--- src/rtl/regfile_write_arbiter_if.sv ---
// Write-port bundle between the requesters/clear control and the register-file write arbiter.
interface regfile_write_arbiter_if #(
   parameter int ADDR_W = 5,
   parameter int DATA_W = 32
);
   logic              clr_start;
   logic              clr_busy;
   logic              req0;
   logic [ADDR_W-1:0] addr0;
   logic [DATA_W-1:0] data0;
   logic              gnt0;
   logic              req1;
   logic [ADDR_W-1:0] addr1;
   logic [DATA_W-1:0] data1;
   logic              gnt1;
   logic [ADDR_W-1:0] rf_w_addr;
   logic [DATA_W-1:0] rf_w_data;
   logic              write_reg;

   modport master (
      output clr_start, req0, addr0, data0, req1, addr1, data1,
      input  clr_busy, gnt0, gnt1, rf_w_addr, rf_w_data, write_reg
   );

   modport slave (
      input  clr_start, req0, addr0, data0, req1, addr1, data1,
      output clr_busy, gnt0, gnt1, rf_w_addr, rf_w_data, write_reg
   );
endinterface

--- src/rtl/regfile_write_arbiter.sv ---
// Round-robin arbiter for the register-file write port with a full-file clear sweep.
// One write per cycle at most; write address/data/enable are registered.
module regfile_write_arbiter #(
   parameter int ADDR_W = 5,
   parameter int DATA_W = 32,
   parameter int NREG   = 2**ADDR_W
) (
   input  logic                  clk_i,
   input  logic                  rst_ni,
   regfile_write_arbiter_if.slave bus
);
   typedef enum logic {IDLE, CLEAR} state_e;

   localparam logic [ADDR_W-1:0] LAST = ADDR_W'(NREG - 1);

   state_e            state_q;
   logic              ptr_q;
   logic [ADDR_W-1:0] cnt_q;
   logic              wr_q;
   logic [ADDR_W-1:0] addr_q;
   logic [DATA_W-1:0] data_q;
   logic              gnt0, gnt1;

   // Grants are combinational; a clear request in the same cycle wins over both requesters.
   always_comb begin
      gnt0 = 1'b0;
      gnt1 = 1'b0;
      if (rst_ni && state_q == IDLE && !bus.clr_start) begin
         if (bus.req0 && bus.req1) begin
            gnt0 = ~ptr_q;
            gnt1 = ptr_q;
         end else begin
            gnt0 = bus.req0;
            gnt1 = bus.req1;
         end
      end
   end

   always_ff @(posedge clk_i or negedge rst_ni) begin
      if (!rst_ni) begin
         state_q <= IDLE;
         ptr_q   <= 1'b0;
         cnt_q   <= '0;
         wr_q    <= 1'b0;
         addr_q  <= '0;
         data_q  <= '0;
      end else begin
         case (state_q)
            IDLE: begin
               wr_q <= 1'b0;
               if (bus.clr_start) begin
                  // Address 0 goes out on the entry edge; cnt_q holds the next address.
                  state_q <= CLEAR;
                  wr_q    <= 1'b1;
                  addr_q  <= '0;
                  data_q  <= '0;
                  cnt_q   <= ADDR_W'(1);
               end else if (gnt0) begin
                  wr_q   <= 1'b1;
                  addr_q <= bus.addr0;
                  data_q <= bus.data0;
                  ptr_q  <= 1'b1;
               end else if (gnt1) begin
                  wr_q   <= 1'b1;
                  addr_q <= bus.addr1;
                  data_q <= bus.data1;
                  ptr_q  <= 1'b0;
               end
            end
            CLEAR: begin
               if (addr_q == LAST) begin
                  state_q <= IDLE;
                  wr_q    <= 1'b0;
                  cnt_q   <= '0;
               end else begin
                  addr_q <= cnt_q;
                  cnt_q  <= cnt_q + ADDR_W'(1);
               end
            end
            default: state_q <= IDLE;
         endcase
      end
   end

   assign bus.gnt0      = gnt0;
   assign bus.gnt1      = gnt1;
   assign bus.clr_busy  = (state_q == CLEAR);
   assign bus.write_reg = wr_q;
   assign bus.rf_w_addr = addr_q;
   assign bus.rf_w_data = data_q;
endmodule

--- src/flat_wrapper.sv ---
// flat-port wrapper written by rule: the top's interface ports become plain ports
module regfile_write_arbiter_flat 
#(
   parameter int ADDR_W = 5,
   parameter int DATA_W = 32,
   parameter int NREG   = 2**ADDR_W
)
  (clk_i, rst_ni, bus_clr_start, bus_req0, bus_addr0, bus_data0, bus_req1, bus_addr1, bus_data1, bus_clr_busy, bus_gnt0, bus_gnt1, bus_rf_w_addr, bus_rf_w_data, bus_write_reg);
  regfile_write_arbiter_if #(.ADDR_W(ADDR_W), .DATA_W(DATA_W)) bus_i ();
  input  logic clk_i;
  input  logic rst_ni;
  input wire logic [$bits(bus_i.clr_start)-1:0] bus_clr_start;
  input wire logic [$bits(bus_i.req0)-1:0] bus_req0;
  input wire logic [$bits(bus_i.addr0)-1:0] bus_addr0;
  input wire logic [$bits(bus_i.data0)-1:0] bus_data0;
  input wire logic [$bits(bus_i.req1)-1:0] bus_req1;
  input wire logic [$bits(bus_i.addr1)-1:0] bus_addr1;
  input wire logic [$bits(bus_i.data1)-1:0] bus_data1;
  output wire logic [$bits(bus_i.clr_busy)-1:0] bus_clr_busy;
  output wire logic [$bits(bus_i.gnt0)-1:0] bus_gnt0;
  output wire logic [$bits(bus_i.gnt1)-1:0] bus_gnt1;
  output wire logic [$bits(bus_i.rf_w_addr)-1:0] bus_rf_w_addr;
  output wire logic [$bits(bus_i.rf_w_data)-1:0] bus_rf_w_data;
  output wire logic [$bits(bus_i.write_reg)-1:0] bus_write_reg;
  assign bus_i.clr_start = bus_clr_start;
  assign bus_i.req0 = bus_req0;
  assign bus_i.addr0 = bus_addr0;
  assign bus_i.data0 = bus_data0;
  assign bus_i.req1 = bus_req1;
  assign bus_i.addr1 = bus_addr1;
  assign bus_i.data1 = bus_data1;
  assign bus_clr_busy = bus_i.clr_busy;
  assign bus_gnt0 = bus_i.gnt0;
  assign bus_gnt1 = bus_i.gnt1;
  assign bus_rf_w_addr = bus_i.rf_w_addr;
  assign bus_rf_w_data = bus_i.rf_w_data;
  assign bus_write_reg = bus_i.write_reg;
  regfile_write_arbiter #(.ADDR_W(ADDR_W), .DATA_W(DATA_W), .NREG(NREG)) u_core (.clk_i(clk_i), .rst_ni(rst_ni), .bus(bus_i));
endmodule
--- config.mk ---
export PLATFORM = sky130hd
export DESIGN_NAME = regfile_write_arbiter_flat
export DESIGN_NICKNAME = d
export VERILOG_FILES = /design/src/rtl/regfile_write_arbiter_if.sv /design/src/rtl/regfile_write_arbiter.sv /design/src/flat_wrapper.sv
export SDC_FILE = /design/constraint.sdc
export NUM_CORES = 1
export LEC_CHECK = 0
export BUFFER_PORTS_ARGS = -buffer_cell sky130_fd_sc_hd__buf_2
export CAP_MARGIN = 25
export CORE_MARGIN = 8
export CORE_UTILIZATION = 36
export DETAILED_ROUTE_END_ITERATION = 7
export PLACE_DENSITY_LB_ADDON = 0.25
export REMOVE_ABC_BUFFERS = 1
export SYNTH_ARGS = -nofsm -noshare
export SYNTH_HDL_FRONTEND = slang
export SYNTH_SLANG_ARGS = --single-unit
--- constraint.sdc ---
create_clock -name clk_i -period 2 [get_ports clk_i]
set_clock_uncertainty 0.05 [all_clocks]
set_input_delay 0.4 -clock clk_i [delete_from_list [all_inputs] [get_ports clk_i]]
set_output_delay 0.4 -clock clk_i [all_outputs]
set_load 0.01 [all_outputs]
-- After elaboration in Yosys (flattened, before gate mapping)
Cells that the tools add are included.
- output and inout bits: 41
- logic and storage cells: 49
- bits in registers: 45
- reductions and logical operators: 9
- add/sub/neg operators: 1
- eq/ne operators: 5
- bitwise gates (word level): 3
- mux-type cells: 25
- operators by type and width (cell ; number):
    32-bit two-way mux ; 3
    5-bit two-way mux ; 6
    5-bit one-hot mux with 2 select lines ; 2
    1-bit two-way mux ; 12
    2-bit != test (second input constant) ; 3
    5-bit by 1-bit adder with 5-bit output (second input constant) ; 1
    5-bit equality test (second input constant) ; 1
    4-bit != test (second input constant) ; 1
    1-bit one-hot mux with 2 select lines ; 2
    2-bit AND reduction ; 2
    1-bit logical AND ; 3
    1-bit inverter ; 3
    3-bit AND reduction ; 1
    3-bit nonzero test ; 1
    2-bit nonzero test ; 1
    1-bit zero test ; 1

-- Depth between registers and ports, before layout
Gate-level depths: netlist of run 1.
- word-level depth: 8
- mapped depth: 7
- depth with buffers taken out: 4

-- Least setup slack after synthesis of run 1
OpenSTA, ideal clock, no wires.
- path kind: input to output
- start: input rst_ni
- end: output bus_gnt0
- buffers on the path: 3
- slack: 502 ps
- data required time: 1550 ps
- data arrival time: 1048 ps
- stages on the path: 6
- cells stage by stage: and2_4 > buf_6 > nand3_2 > buf_6 > buf_12 > inv_2
- word-level cells in the longest chain between the ends: 3
- RTL lines (item ; line ; source):
    from (decl) ; flat_wrapper.sv:11 ; input logic rst_ni;
    1-bit logical AND (2 in series) ; regfile_write_arbiter.sv:28 ; if (rst_ni && state_q == IDLE && !bus.clr_start) begin
    1-bit two-way mux ; regfile_write_arbiter.sv:28 ;
    to (decl) ; flat_wrapper.sv:20 ; output wire logic [$bits(bus_i.gnt0)-1:0] bus_gnt0;
Every way passes these cells.

-- Worst setup path after layout of run 1
- start: register u_core.state_q (netlist: u_core.bus.clr_busy)
- end: output bus_gnt1
- word-level cells in the longest chain between the ends: 4
- RTL lines (item ; line ; source):
    from (decl) ; regfile_write_arbiter.sv:16 ; state_e state_q;
    from (signal assigned) ; regfile_write_arbiter.sv:41 ; state_q <= IDLE;
    from (signal assigned) ; regfile_write_arbiter.sv:53 ; state_q <= CLEAR;
    from (signal assigned) ; regfile_write_arbiter.sv:72 ; state_q <= IDLE;
    1-bit inverter (no line) ; n/a ;
    1-bit logical AND (2 in series) ; regfile_write_arbiter.sv:28 ;
    1-bit two-way mux ; regfile_write_arbiter.sv:28 ;
    to (decl) ; flat_wrapper.sv:21 ; output wire logic [$bits(bus_i.gnt1)-1:0] bus_gnt1;
Every way passes these cells.

==> results of run 1 <==
path summary, 6_finish.rpt:
path                            depth (start not counted)  slack [ns]                                   end
worst max-delay path                                    4        0.11                              bus_gnt1
worst min-delay path                                    3        0.25           u_core.cnt_q[3]$_DFFE_PN0N_
worst max register to register                          4        0.35   u_core.bus.rf_w_addr[0]$_DFFE_PN0P_
worst min register to register                          2        0.43      u_core.bus.write_reg$_DFFE_PN0P_
max in group asynchronous                               3        1.13   u_core.bus.rf_w_addr[2]$_DFFE_PN0P_
min in group clk_i                                      3        0.32  u_core.bus.rf_w_data[24]$_DFFE_PN0P_
metal layers:
metal | track usage, % | vias to the layer above | share of wire, %
met1 | 18.3 | 927 | 45
li1 | - | 1010 | -
met2 | 22.7 | 89 | 45
met3 | 4.80 | 5 | 8.9
met5 | 0 | - | 0
met4 | 4.29 | 0 | 0.86
cells in the mapped netlist, types with 2 or more instances:
library cell | count | share of area [%]
buf_12 | 3 | 2.7
buf_2 | 4 | 0.89
o211ai_1 | 5 | 1.7
nand3_1 | 2 | 0.44
and2_1 | 2 | 0.55
dfrtp_1 | 45 | 50
o21ai_1 | 33 | 7.3
a22o_1 | 2 | 0.78
a31oi_1 | 2 | 0.55
mux2_1 | 5 | 2.5
nand4_1 | 5 | 1.4
o21a_1 | 2 | 0.66
nand2_1 | 50 | 8.3
clkbuf_1 | 3 | 0.50
buf_6 | 2 | 1.0
a21oi_1 | 2 | 0.44
mux2i_1 | 32 | 14
what timing repair did:
item | CTS | global route
gates resized for setup | 1 | 2
hold buffers | 1 | 0
hold endpoints to repair | 5 | 0
endpoints found under the setup margin | 1 | 1
worst reg2reg max path, stage by stage, from the launching register on:
cell and delay (ns):
dfrtp_1 0.42, buf_6 0.16, or2_4 0.26, o2bb2ai_2 0.29, mux2_1 0.36
power groups by stage:
stage          Combinational (W)  Sequential [W]  Clock (W)
2_1_floorplan           0.000575         0.00165          0
4_1_cts                  0.00136         0.00151   0.000633
3_3_place_gp             0.00131         0.00152          0
6_report                 0.00133         0.00151   0.000612
3_5_place_dp             0.00135         0.00152          0
5_1_grt                  0.00150         0.00157   0.000677
cell families after synthesis:
kind of cell / share of synthesized area, %
fa+ha+maj: 0.554
simple gates: 13.5
buf+inv: 5.54
compound gates: 13.5
xor+xnor: 0.388
flops: 49.9
mux: 16.7
cells in the final DEF, fill, tap and decap left out, types with 2 or more instances in the layout:
| cell type | n |
|---|---|
| a31oi_1 | 2 |
| buf_12 | 2 |
| a22o_1 | 2 |
| o211ai_1 | 5 |
| buf_2 | 119 |
| and2_1 | 2 |
| nand4_1 | 5 |
| o21a_1 | 2 |
| a21oi_1 | 2 |
| mux2i_1 | 32 |
| dfrtp_1 | 45 |
| o21ai_1 | 33 |
| nand2_1 | 50 |
| mux2_1 | 5 |
| buf_4 | 11 |
| nand3_1 | 2 |
| clkbuf_8 | 7 |
area by class of cell:
| cell class | count | area (um^2) |
|---|---|---|
| Tap cell | 77 | 96.3 |
| Sequential cell | 45 | 1130 |
| Inverter | 1 | 3.75 |
| Multi-Input combinational cell | 156 | 1010 |
| Timing Repair Buffer | 134 | 739 |
| Clock inverter | 1 | 5.00 |
| Clock buffer | 7 | 96.3 |
| Fill cell | 616 | 3120 |
per-stage QoR:
stage,setup WS [ns],power [W],hold slack (ns),TNS (ns)
floorplan,-0.203,0.00222,0.0544,-4.16
global placement,0.282,0.00283,0.286,0
detailed placement,0.223,0.00287,0.281,0
CTS,0.0506,0.00350,0.269,0
global route,0.0145,0.00374,0.308,0
finish,0.111,0.00345,0.251,0
==> qor.json, run 1 <==
{
  "fmax_ghz": 0.529,
  "arrival_time_of_data_at_the_critical_path_endpoint_ns": 1.44,
  "boundaryPins": 120,
  "critical_path_class": "flip-flop to output pin",
  "setup.worst_path.end_class": "output pin",
  "cts.path.max_buffers": 2,
  "drtIter0Drc": 63,
  "worst_path_dominant_cell_family": "simple AND/OR/NAND/NOR gates",
  "final-setup-viol-count": 0,
  "design.final.nets": 423,
  "rows": 29,
  "viasPerCell": 4.82,
  "clk-insertion-delay-late_ns": 0.29,
  "vias": 2031,
  "ys_seq_area_share_pct": 49.9,
  "antenna_left": 0,
  "tightest_slew_ns": 0.513,
  "syn_area_um2": 2260,
  "grt_first_pass_wirelength_um": 10400,
  "first_pass_iters": 4,
  "synth_edf_count": 0,
  "non_filler_instances": 421,
  "synth_ff_type": "dfrtp_1",
  "combinationalPowerShare_pct": 38.4,
  "largest_reg_flops": 32,
  "synth.avg_cell_area_um2": 10.5,
  "clk_pwr_share_pct": 17.7,
  "ys_ff_latch": 45,
  "n_antenna_cell": 0,
  "outcome": "finished, final reports clean",
  "grt_util_all_layers_pct": 14.4,
  "yosysWarningCount": 0,
  "slew_headroom_pct": 65.8,
  "clockRootBuffer": "clkbuf_8",
  "worst_ep_required_time_ns": 1.55,
  "start_util_pct": 36.4,
  "asyncSetResetFlopFracSynth_pct": 100,
  "place_inst": 412,
  "critPathMaxStageDelay_ns": 0.42,
  "p_int_w": 0.00221,
  "reg_to_reg_startpoint": "u_core.bus.clr_busy$_DFF_PN0_",
  "routed_wl_um": 6380,
  "critical_path_launch_point_type": "flip-flop",
  "placed_cell_area_um2": 2960,
  "detail_route.drc_violations": 0,
  "final_layout_size_suffix_gt1_share_pct": 43.6,
  "first_global_vias": 2215,
  "globalRouteOverflowTotal": 0,
  "cts_tree": "done",
  "cts_inserted_buffers": 5,
  "startpoint": "u_core.bus.clr_busy$_DFF_PN0_",
  "worstPathCellList": "buf_6 -> or2_4 -> nor3_2 -> buf_2",
  "area_delta_synth_final_pct": 36.5,
  "crit_path_max_fanout": 12,
  "synthDistinctLibCells": 33,
  "design.core.area_um2": 6200,
  "leakagePower_nw": 1.80,
  "grt_max_degree": 41,
  "post-cts-setup-buffer-count": 0,
  "io_buffer_count": 119,
  "seq_power_share_pct": 43.8,
  "hold_viol": 0,
  "hpwl_um": 4990,
  "number_of_pins_exceeding_their_max_slew_limit_in_the_final_report": 0,
  "die_width_um": 95.2,
  "max-cap-violations": 0,
  "switching_share_of_power_pct": 36.0,
  "ir_drop_mv": 0.561,
  "cts.sinks": 45,
  "htreeDepth": 2,
  "die_area_um2": 9060,
  "syn-instance-count": 215,
  "worst-path-buf-inv": 2,
  "slowest_stage_cell_crit_path": "dfrtp_1",
  "setup_repair_after_global_routing_missed_its_margin": "false",
  "initial_antenna_violation_count": 0,
  "die-height_um": 95.2,
  "power.density_nw_per_um2": 1120,
  "hp-class": "input port to asynchronous set/reset pin",
  "post_drt_wl_per_cell_um": 15.1,
  "power_switching_w": 0.00124,
  "finalCritPeriodShare_pct": 94.4,
  "period_needed_ns": 1.89,
  "final_cell_area_um2": 3080,
  "final_core_util_pct": 49.6,
  "clk_pin_slew_worst_paths_ns": 0.08,
  "place_congestion": 0.844
}
(Power assumes the default switching activity.)
==> run 2: changes to the inputs <==
--- a/config.mk
+++ b/config.mk
@@ -7,8 +7,10 @@
 export LEC_CHECK = 0
 export BUFFER_PORTS_ARGS = -buffer_cell sky130_fd_sc_hd__buf_2
 export CAP_MARGIN = 25
+export CELL_PAD_IN_SITES_DETAIL_PLACEMENT = 0
+export CELL_PAD_IN_SITES_GLOBAL_PLACEMENT = 2
 export CORE_MARGIN = 8
-export CORE_UTILIZATION = 36
+export CORE_UTILIZATION = 26
 export DETAILED_ROUTE_END_ITERATION = 7
 export PLACE_DENSITY_LB_ADDON = 0.25
 export REMOVE_ABC_BUFFERS = 1
==> qor.json, run 2 (synthesis results as in run 1) <==
{
  "outcome": {"value": "finished, final reports clean", "change": "unchanged"},
  "placed_cell_area": {"value": 2980, "unit": "um^2", "change": "was 2960 um^2"},
  "initial_antenna_violation_count": {"value": 0, "change": "unchanged"},
  "die-height": {"value": 109, "unit": "um", "change": "was 95.2 um"},
  "totalPowerFinal": {"value": 0.00343, "unit": "W", "change": "was 0.00345 W"},
  "worst_hold_slack": {"value": 0.0517, "unit": "ns", "change": "was 0.251 ns"},
  "drtIter0Drc": {"value": 48, "change": "was 63"},
  "die_area": {"value": 11900, "unit": "um^2", "change": "was 9060 um^2"},
  "globalRouteOverflowTotal": {"value": 0, "change": "unchanged"},
  "seq_power_share": {"value": 43.8, "unit": "%", "change": "about the same"},
  "slowest_stage_cell_crit_path": {"value": "dfrtp_1", "change": "unchanged"},
  "first_global_vias": {"value": 2236, "change": "was 2215"},
  "max-cap-violations": {"value": 0, "change": "unchanged"},
  "critPathMaxStageDelay": {"value": 0.43, "unit": "ns", "change": "was 0.42 ns"},
  "post-cts-setup-buffer-count": {"value": 0, "change": "unchanged"},
  "worst_ep_required_time": {"value": 1.55, "unit": "ns", "change": "about the same"},
  "worst-r2r-setup-slack": {"value": 0.40, "unit": "ns", "change": "was 0.35 ns"},
  "final_core_util": {"value": 36.1, "unit": "%", "change": "was 49.6%"},
  "global_route.usage.met1": {"value": 14.4, "unit": "%", "change": "was 18.3%"},
  "n_antenna_cell": {"value": 0, "change": "unchanged"},
  "final_cell_area": {"value": 3090, "unit": "um^2", "change": "was 3080 um^2"},
  "setup.worst_path.end_class": {"value": "output pin", "change": "unchanged"},
  "clk_pin_slew_worst_paths": {"value": 0.08, "unit": "ns", "change": "about the same"},
  "top_usage_layer": {"value": "met2", "change": "unchanged"},
  "period_needed": {"value": 1.85, "unit": "ns", "change": "was 1.89 ns"},
  "viasPerCell": {"value": 4.47, "change": "was 4.82"},
  "worst-path-buf-inv": {"value": 1, "change": "was 2"},
  "detail_route.drc_violations": {"value": 0, "change": "unchanged"},
  "cts_tree": {"value": "done", "change": "unchanged"},
  "ir_drop": {"value": 0.354, "unit": "mV", "change": "was 0.561 mV"},
  "clockRootBuffer": {"value": "clkbuf_8", "change": "unchanged"},
  "first_pass_iters": {"value": 4, "change": "unchanged"},
  "htreeDepth": {"value": 2, "change": "unchanged"},
  "cts_inserted_buffers": {"value": 5, "change": "unchanged"},
  "worstPathCellList": {"value": "or2_1 -> nor3_1 -> buf_2", "change": "was buf_6 -> or2_4 -> nor3_2 -> buf_2"},
  "regToRegEndpoint": {"value": "u_core.bus.rf_w_addr[4]$_DFFE_PN0P_", "change": "was u_core.bus.rf_w_addr[0]$_DFFE_PN0P_"},
  "start_util": {"value": 26.4, "unit": "%", "change": "was 36.4%"},
  "tightest_slew": {"value": 0.413, "unit": "ns", "change": "was 0.513 ns"},
  "p_int": {"value": 0.00219, "unit": "W", "change": "was 0.00221 W"},
  "power.density": {"value": 1110, "unit": "nW/um^2", "change": "was 1120 nW/um^2"},
  "layout.filler_cells": {"value": 902, "change": "was 616"},
  "cts.sinks": {"value": 45, "change": "unchanged"},
  "layout_common_cells": {"value": "buf_2, nand2_1, dfrtp_1", "change": "unchanged"},
  "boundaryPins": {"value": 120, "change": "unchanged"},
  "die_width": {"value": 109, "unit": "um", "change": "was 95.2 um"},
  "place_congestion": {"value": 0.719, "change": "was 0.844"},
  "power_switching": {"value": 0.00123, "unit": "W", "change": "was 0.00124 W"},
  "design.final.nets": {"value": 420, "change": "was 423"},
  "setup_repair_after_global_routing_missed_its_margin": {"value": "false", "change": "unchanged"},
  "cell_count_of_the_worst_reg_to_reg_path": {"value": 3, "change": "was 4"},
  "clk-insertion-delay-late": {"value": 0.29, "unit": "ns", "change": "about the same"},
  "crit_path_max_fanout": {"value": 5, "change": "was 12"},
  "grt_first_pass_wirelength": {"value": 11200, "unit": "um", "change": "was 10400 um"},
  "final_layout_size_suffix_gt1_share": {"value": 42.8, "unit": "%", "change": "was 43.6%"},
  "post_drt_wl_per_cell": {"value": 15.3, "unit": "um", "change": "was 15.1 um"},
  "rows": {"value": 34, "change": "was 29"},
  "fmax": {"value": 0.541, "unit": "GHz", "change": "was 0.529 GHz"},
  "grt_max_degree": {"value": 34, "change": "was 41"},
  "leakagePower": {"value": 1.78, "unit": "nW", "change": "was 1.80 nW"},
  "io_buffer_count": {"value": 119, "change": "unchanged"},
  "reg_to_reg_startpoint": {"value": "u_core.bus.clr_busy$_DFF_PN0_", "change": "unchanged"},
  "routed_wl": {"value": 6860, "unit": "um", "change": "was 6380 um"},
  "arrival_time_of_data_at_the_critical_path_endpoint": {"value": 1.40, "unit": "ns", "change": "was 1.44 ns"},
  "design.core.area": {"value": 8550, "unit": "um^2", "change": "was 6200 um^2"},
  "combinationalPowerShare": {"value": 38.4, "unit": "%", "change": "about the same"},
  "hpwl": {"value": 5270, "unit": "um", "change": "was 4990 um"},
  "area_delta_synth_final": {"value": 36.9, "unit": "%", "change": "was 36.5%"},
  "switching_share_of_power": {"value": 36.0, "unit": "%", "change": "about the same"},
  "slew_headroom": {"value": 72.5, "unit": "%", "change": "was 65.8%"},
  "critical_path_launch_point_type": {"value": "flip-flop", "change": "unchanged"},
  "grt_util_met2": {"value": 18.4, "unit": "%", "change": "was 22.7%"},
  "layout.cells.most_common": {"value": "buf_2", "change": "unchanged"},
  "final-setup-viol-count": {"value": 0, "change": "unchanged"},
  "hold_viol": {"value": 0, "change": "unchanged"},
  "clk_pwr_share": {"value": 17.8, "unit": "%", "change": "was 17.7%"},
  "worst_path_dominant_cell_family": {"value": "simple AND/OR/NAND/NOR gates", "change": "unchanged"},
  "finalCritPeriodShare": {"value": 92.5, "unit": "%", "change": "was 94.4%"},
  "critical_path_class": {"value": "flip-flop to output pin", "change": "unchanged"},
  "grt.met3_usage": {"value": 5.61, "unit": "%", "change": "was 4.80%"},
  "cts.path.max_buffers": {"value": 2, "change": "unchanged"},
  "antenna_left": {"value": 0, "change": "unchanged"},
  "grt_util_all_layers": {"value": 11.8, "unit": "%", "change": "was 14.4%"},
  "largest_reg_flops": {"value": 32, "change": "unchanged"},
  "hp-class": {"value": "input port to asynchronous set/reset pin", "change": "unchanged"},
  "number_of_pins_exceeding_their_max_slew_limit_in_the_final_report": {"value": 0, "change": "unchanged"},
  "vias": {"value": 2006, "change": "was 2031"}
}
[run 2: changes by cell type in the layout (fill, tap and decap cells not counted), sizes merged]
cell,before,now
buf,133,131
dlygate4sd3,1,0
[run 2: per-stage QoR]
step | instances | TNS [ns] | setup WS (ns)
floorplan | 202 | -4.16 | -0.203
CTS | 449 | 0 | 0.0694
detailed placement | 441 | 0 | 0.208
finish | 449 | 0 | 0.150
global placement | 441 | 0 | 0.275
global route | 449 | 0 | 0.0468
[run 2: power groups by stage]
stage	Combinational, W	Sequential, W	Clock (W)
after global routing	0.00150	0.00156	0.000687
after CTS	0.00135	0.00150	0.000647
after detailed placement	0.00135	0.00152	0
after floorplan	0.000575	0.00165	0
after global placement	0.00134	0.00151	0
final	0.00132	0.00150	0.000609
[run 2: layout make-up]
cell class              count  area [um^2]  share of cell area (%)
clock inverters             1         5.00                   0.162
clock buffers               7         96.3                    3.12
multi-input cells         156         1010                    32.8
well taps                 108          135                    4.37
inverters                   1         3.75                   0.121
repair buffers            131          711                    23.0
flip-flops and latches     45         1130                    36.4
[run 2: how the worst max path moves through the flow]
stage | start | to | slack [ns] | cells past startpoint
finish | u_core.bus.clr_busy$_DFF_PN0_ | bus_gnt1 | 0.15 | 3
global route | u_core.bus.clr_busy$_DFF_PN0_ | bus_gnt1 | 0.05 | 3
CTS | u_core.ptr_q$_DFFE_PN0P_ | bus_gnt0 | 0.07 | 4
detailed placement | rst_ni | u_core.bus.rf_w_data[4]$_DFFE_PN0P_ | 0.21 | 6
global placement | rst_ni | u_core.bus.rf_w_data[4]$_DFFE_PN0P_ | 0.27 | 6
floorplan | u_core.bus.clr_busy$_DFF_PN0_ | bus_gnt0 | -0.20 | 3
[run 2: layer usage]
metal	routed length (um)	vias up
li1	-	1004
met1	3160	906
met2	2950	88
met3	667	8
met4	86	0
met5	0	-
[run 2: repair_timing]
action	in CTS	in global routing
gates resized for setup	0	1
endpoints found under the setup margin	0	1
hold buffers	0	0
==> run 3: changes to the inputs <==
--- a/config.mk
+++ b/config.mk
@@ -13,7 +13,6 @@
 export CORE_UTILIZATION = 26
 export DETAILED_ROUTE_END_ITERATION = 7
 export PLACE_DENSITY_LB_ADDON = 0.25
-export REMOVE_ABC_BUFFERS = 1
 export SYNTH_ARGS = -nofsm -noshare
 export SYNTH_HDL_FRONTEND = slang
 export SYNTH_SLANG_ARGS = --single-unit
==> qor.json, run 3 (synthesis results as in run 1) <==
{
  "outcome": {"value": "finished, final reports clean", "change": "unchanged"},
  "cts_tree": {"value": "done", "change": "unchanged"},
  "tightest_slew": {"value": 0.375, "unit": "ns", "change": "was 0.413 ns"},
  "start_util": {"value": 26.4, "unit": "%", "change": "unchanged"},
  "leakagePower": {"value": 1.76, "unit": "nW", "change": "was 1.78 nW"},
  "cts.sinks": {"value": 45, "change": "unchanged"},
  "switching_share_of_power": {"value": 37.2, "unit": "%", "change": "was 36.0%"},
  "critical_path_launch_point_type": {"value": "flip-flop", "change": "unchanged"},
  "seq_power_share": {"value": 44.9, "unit": "%", "change": "was 43.8%"},
  "routed_wl": {"value": 6950, "unit": "um", "change": "was 6860 um"},
  "power.density": {"value": 1110, "unit": "nW/um^2", "change": "about the same"},
  "clk_pin_slew_worst_paths": {"value": 0.09, "unit": "ns", "change": "was 0.08 ns"},
  "n_antenna_cell": {"value": 0, "change": "unchanged"},
  "viasPerCell": {"value": 4.52, "change": "was 4.47"},
  "post-cts-setup-buffer-count": {"value": 0, "change": "unchanged"},
  "non_filler_instances": {"value": 449, "change": "unchanged"},
  "ctsHoldBuffers": {"value": 0, "change": "unchanged"},
  "worst_ep_required_time": {"value": 1.55, "unit": "ns", "change": "about the same"},
  "htreeDepth": {"value": 2, "change": "unchanged"},
  "layout.filler_cells": {"value": 934, "change": "was 902"},
  "globalRouteOverflowTotal": {"value": 0, "change": "unchanged"},
  "place_congestion": {"value": 0.789, "change": "was 0.719"},
  "postSynthNetCount": 295,
  "clk_pwr_share": {"value": 16.3, "unit": "%", "change": "was 17.8%"},
  "regToRegEndpoint": {"value": "u_core.bus.rf_w_addr[0]$_DFFE_PN0P_", "change": "was u_core.bus.rf_w_addr[4]$_DFFE_PN0P_"},
  "ir_drop": {"value": 0.311, "unit": "mV", "change": "was 0.354 mV"},
  "layout.cells.most_common": {"value": "buf_2", "change": "unchanged"},
  "die-height": {"value": 109, "unit": "um", "change": "unchanged"},
  "period_needed": {"value": 1.82, "unit": "ns", "change": "was 1.85 ns"},
  "multi_input_area": {"value": 1010, "unit": "um^2", "change": "unchanged"},
  "cts.path.max_buffers": {"value": 2, "change": "unchanged"},
  "arrival_time_of_data_at_the_critical_path_endpoint": {"value": 1.37, "unit": "ns", "change": "was 1.40 ns"},
  "layout_common_cells": {"value": "buf_2, nand2_1, dfrtp_1", "change": "unchanged"},
  "grt_util_all_layers": {"value": 11.7, "unit": "%", "change": "was 11.8%"},
  "first_pass_iters": {"value": 4, "change": "unchanged"},
  "grt_max_degree": {"value": 34, "change": "unchanged"},
  "hpwl": {"value": 5540, "unit": "um", "change": "was 5270 um"},
  "combinationalPowerShare": {"value": 38.8, "unit": "%", "change": "was 38.4%"},
  "final-setup-viol-count": {"value": 0, "change": "unchanged"},
  "totalNegativeSetupSlack": {"value": 0, "unit": "ns", "change": "unchanged"},
  "critical_path_class": {"value": "flip-flop to output pin", "change": "unchanged"},
  "vias": {"value": 2031, "change": "was 2006"},
  "slew_headroom": {"value": 75.0, "unit": "%", "change": "was 72.5%"},
  "largest_reg_flops": {"value": 32, "change": "unchanged"},
  "grt_first_pass_wirelength": {"value": 11000, "unit": "um", "change": "was 11200 um"},
  "p_int": {"value": 0.00212, "unit": "W", "change": "was 0.00219 W"},
  "clockRootBuffer": {"value": "clkbuf_8", "change": "unchanged"},
  "post_drt_wl_per_cell": {"value": 15.5, "unit": "um", "change": "was 15.3 um"},
  "drtIter0Drc": {"value": 45, "change": "was 48"},
  "setup.worst_path.end_class": {"value": "output pin", "change": "unchanged"},
  "post_cts_resize_count": {"value": 0, "change": "unchanged"},
  "number_of_pins_exceeding_their_max_slew_limit_in_the_final_report": {"value": 0, "change": "unchanged"},
  "fmax": {"value": 0.548, "unit": "GHz", "change": "was 0.541 GHz"},
  "first_global_vias": {"value": 2186, "change": "was 2236"},
  "detail_route.drc_violations": {"value": 0, "change": "unchanged"},
  "final_layout_size_suffix_gt1_share": {"value": 43.4, "unit": "%", "change": "was 42.8%"},
  "place_inst": {"value": 441, "change": "unchanged"},
  "crit_path_max_fanout": {"value": 7, "change": "was 5"},
  "setup_repair_after_global_routing_missed_its_margin": {"value": "false", "change": "unchanged"},
  "hold_viol": {"value": 0, "change": "unchanged"},
  "antenna_left": {"value": 0, "change": "unchanged"},
  "design.final.nets": {"value": 420, "change": "unchanged"},
  "io_buffer_count": {"value": 119, "change": "unchanged"},
  "die_area": {"value": 11900, "unit": "um^2", "change": "unchanged"},
  "worst-r2r-setup-slack": {"value": 0.44, "unit": "ns", "change": "was 0.40 ns"},
  "reg_to_reg_startpoint": {"value": "u_core.bus.clr_busy$_DFF_PN0_", "change": "unchanged"},
  "power_switching": {"value": 0.00126, "unit": "W", "change": "was 0.00123 W"},
  "clk-insertion-delay-late": {"value": 0.29, "unit": "ns", "change": "about the same"},
  "cts_inserted_buffers": {"value": 5, "change": "unchanged"},
  "initial_antenna_violation_count": {"value": 0, "change": "unchanged"},
  "max-cap-violations": {"value": 0, "change": "unchanged"},
  "area.sequential": {"value": 1130, "unit": "um^2", "change": "about the same"},
  "die_width": {"value": 109, "unit": "um", "change": "unchanged"},
  "rows": {"value": 34, "change": "unchanged"},
  "cell_count_of_the_worst_reg_to_reg_path": {"value": 3, "change": "unchanged"},
  "area_delta_synth_final": {"value": 35.0, "unit": "%", "change": "was 36.9%"},
  "boundaryPins": {"value": 120, "change": "unchanged"},
  "hp-class": {"value": "input port to asynchronous set/reset pin", "change": "unchanged"},
  "finalCritPeriodShare": {"value": 91.2, "unit": "%", "change": "was 92.5%"},
  "design.core.area": {"value": 8550, "unit": "um^2", "change": "unchanged"}
}
## run 3: changes by cell type in the layout (fill, tap and decap cells not counted), sizes merged
cell / change
clkinv: +1
clkbuf: -1
## run 3: critical path, cell delays in order (launching register included)
cell	delay, ns
dfrtp_2	0.48
or2_4	0.28
nor3_2	0.17
buf_2	0.15
## run 3: cell type report
| cell class | count | area share (%) |
|---|---|---|
| clock buffer | 6 | 2.38 |
| clock inverter | 2 | 0.328 |
| inverter | 1 | 0.123 |
| multi-input combinational | 156 | 33.3 |
| sequential | 45 | 37.0 |
| tap | 108 | 4.43 |
| timing repair buffer | 131 | 22.5 |
## run 3: worst max-delay path by stage
stage / to / from / slack (ns)
floorplan: bus_gnt0 / rst_ni / 0.50
global placement: bus_gnt1 / rst_ni / 0.31
detailed placement: bus_gnt1 / rst_ni / 0.26
CTS: bus_gnt1 / u_core.bus.clr_busy$_DFF_PN0_ / 0.008
global route: bus_gnt1 / u_core.bus.clr_busy$_DFF_PN0_ / 0.05
finish: bus_gnt1 / u_core.bus.clr_busy$_DFF_PN0_ / 0.18
## run 3: routing by layer
| metal | vias to the layer above | routed length (um) | global-route usage, % |
|---|---|---|---|
| met2 | 92 | 3010 | 17.8 |
| li1 | 1004 | - | - |
| met3 | 5 | 705 | 4.31 |
| met5 | - | 0 | 0 |
| met4 | 0 | 50 | 2.60 |
| met1 | 930 | 3180 | 15.4 |
## run 3: power by group through the flow
stage	clock, W	sequential [W]	combinational, W
5_1_grt	0.000628	0.00157	0.00148
4_1_cts	0.000579	0.00153	0.00134
3_3_place_gp	0	0.00153	0.00133
6_report	0.000549	0.00152	0.00131
3_5_place_dp	0	0.00154	0.00134
2_1_floorplan	0	0.00164	0.000616
## run 3: per-stage QoR
stage               power, W  utilization [%]  setup slack [ns]  cell area (um^2)  hold WS [ns]
finish               0.00338             35.6             0.175              3050        0.0260
global route         0.00368             35.6            0.0534              3050        0.0213
CTS                  0.00345             35.5           0.00771              3040        0.0260
detailed placement   0.00288             34.6             0.258              2960         0.357
global placement     0.00286             34.6             0.306              2960         0.319
floorplan            0.00226                -             0.502              2260        0.0544
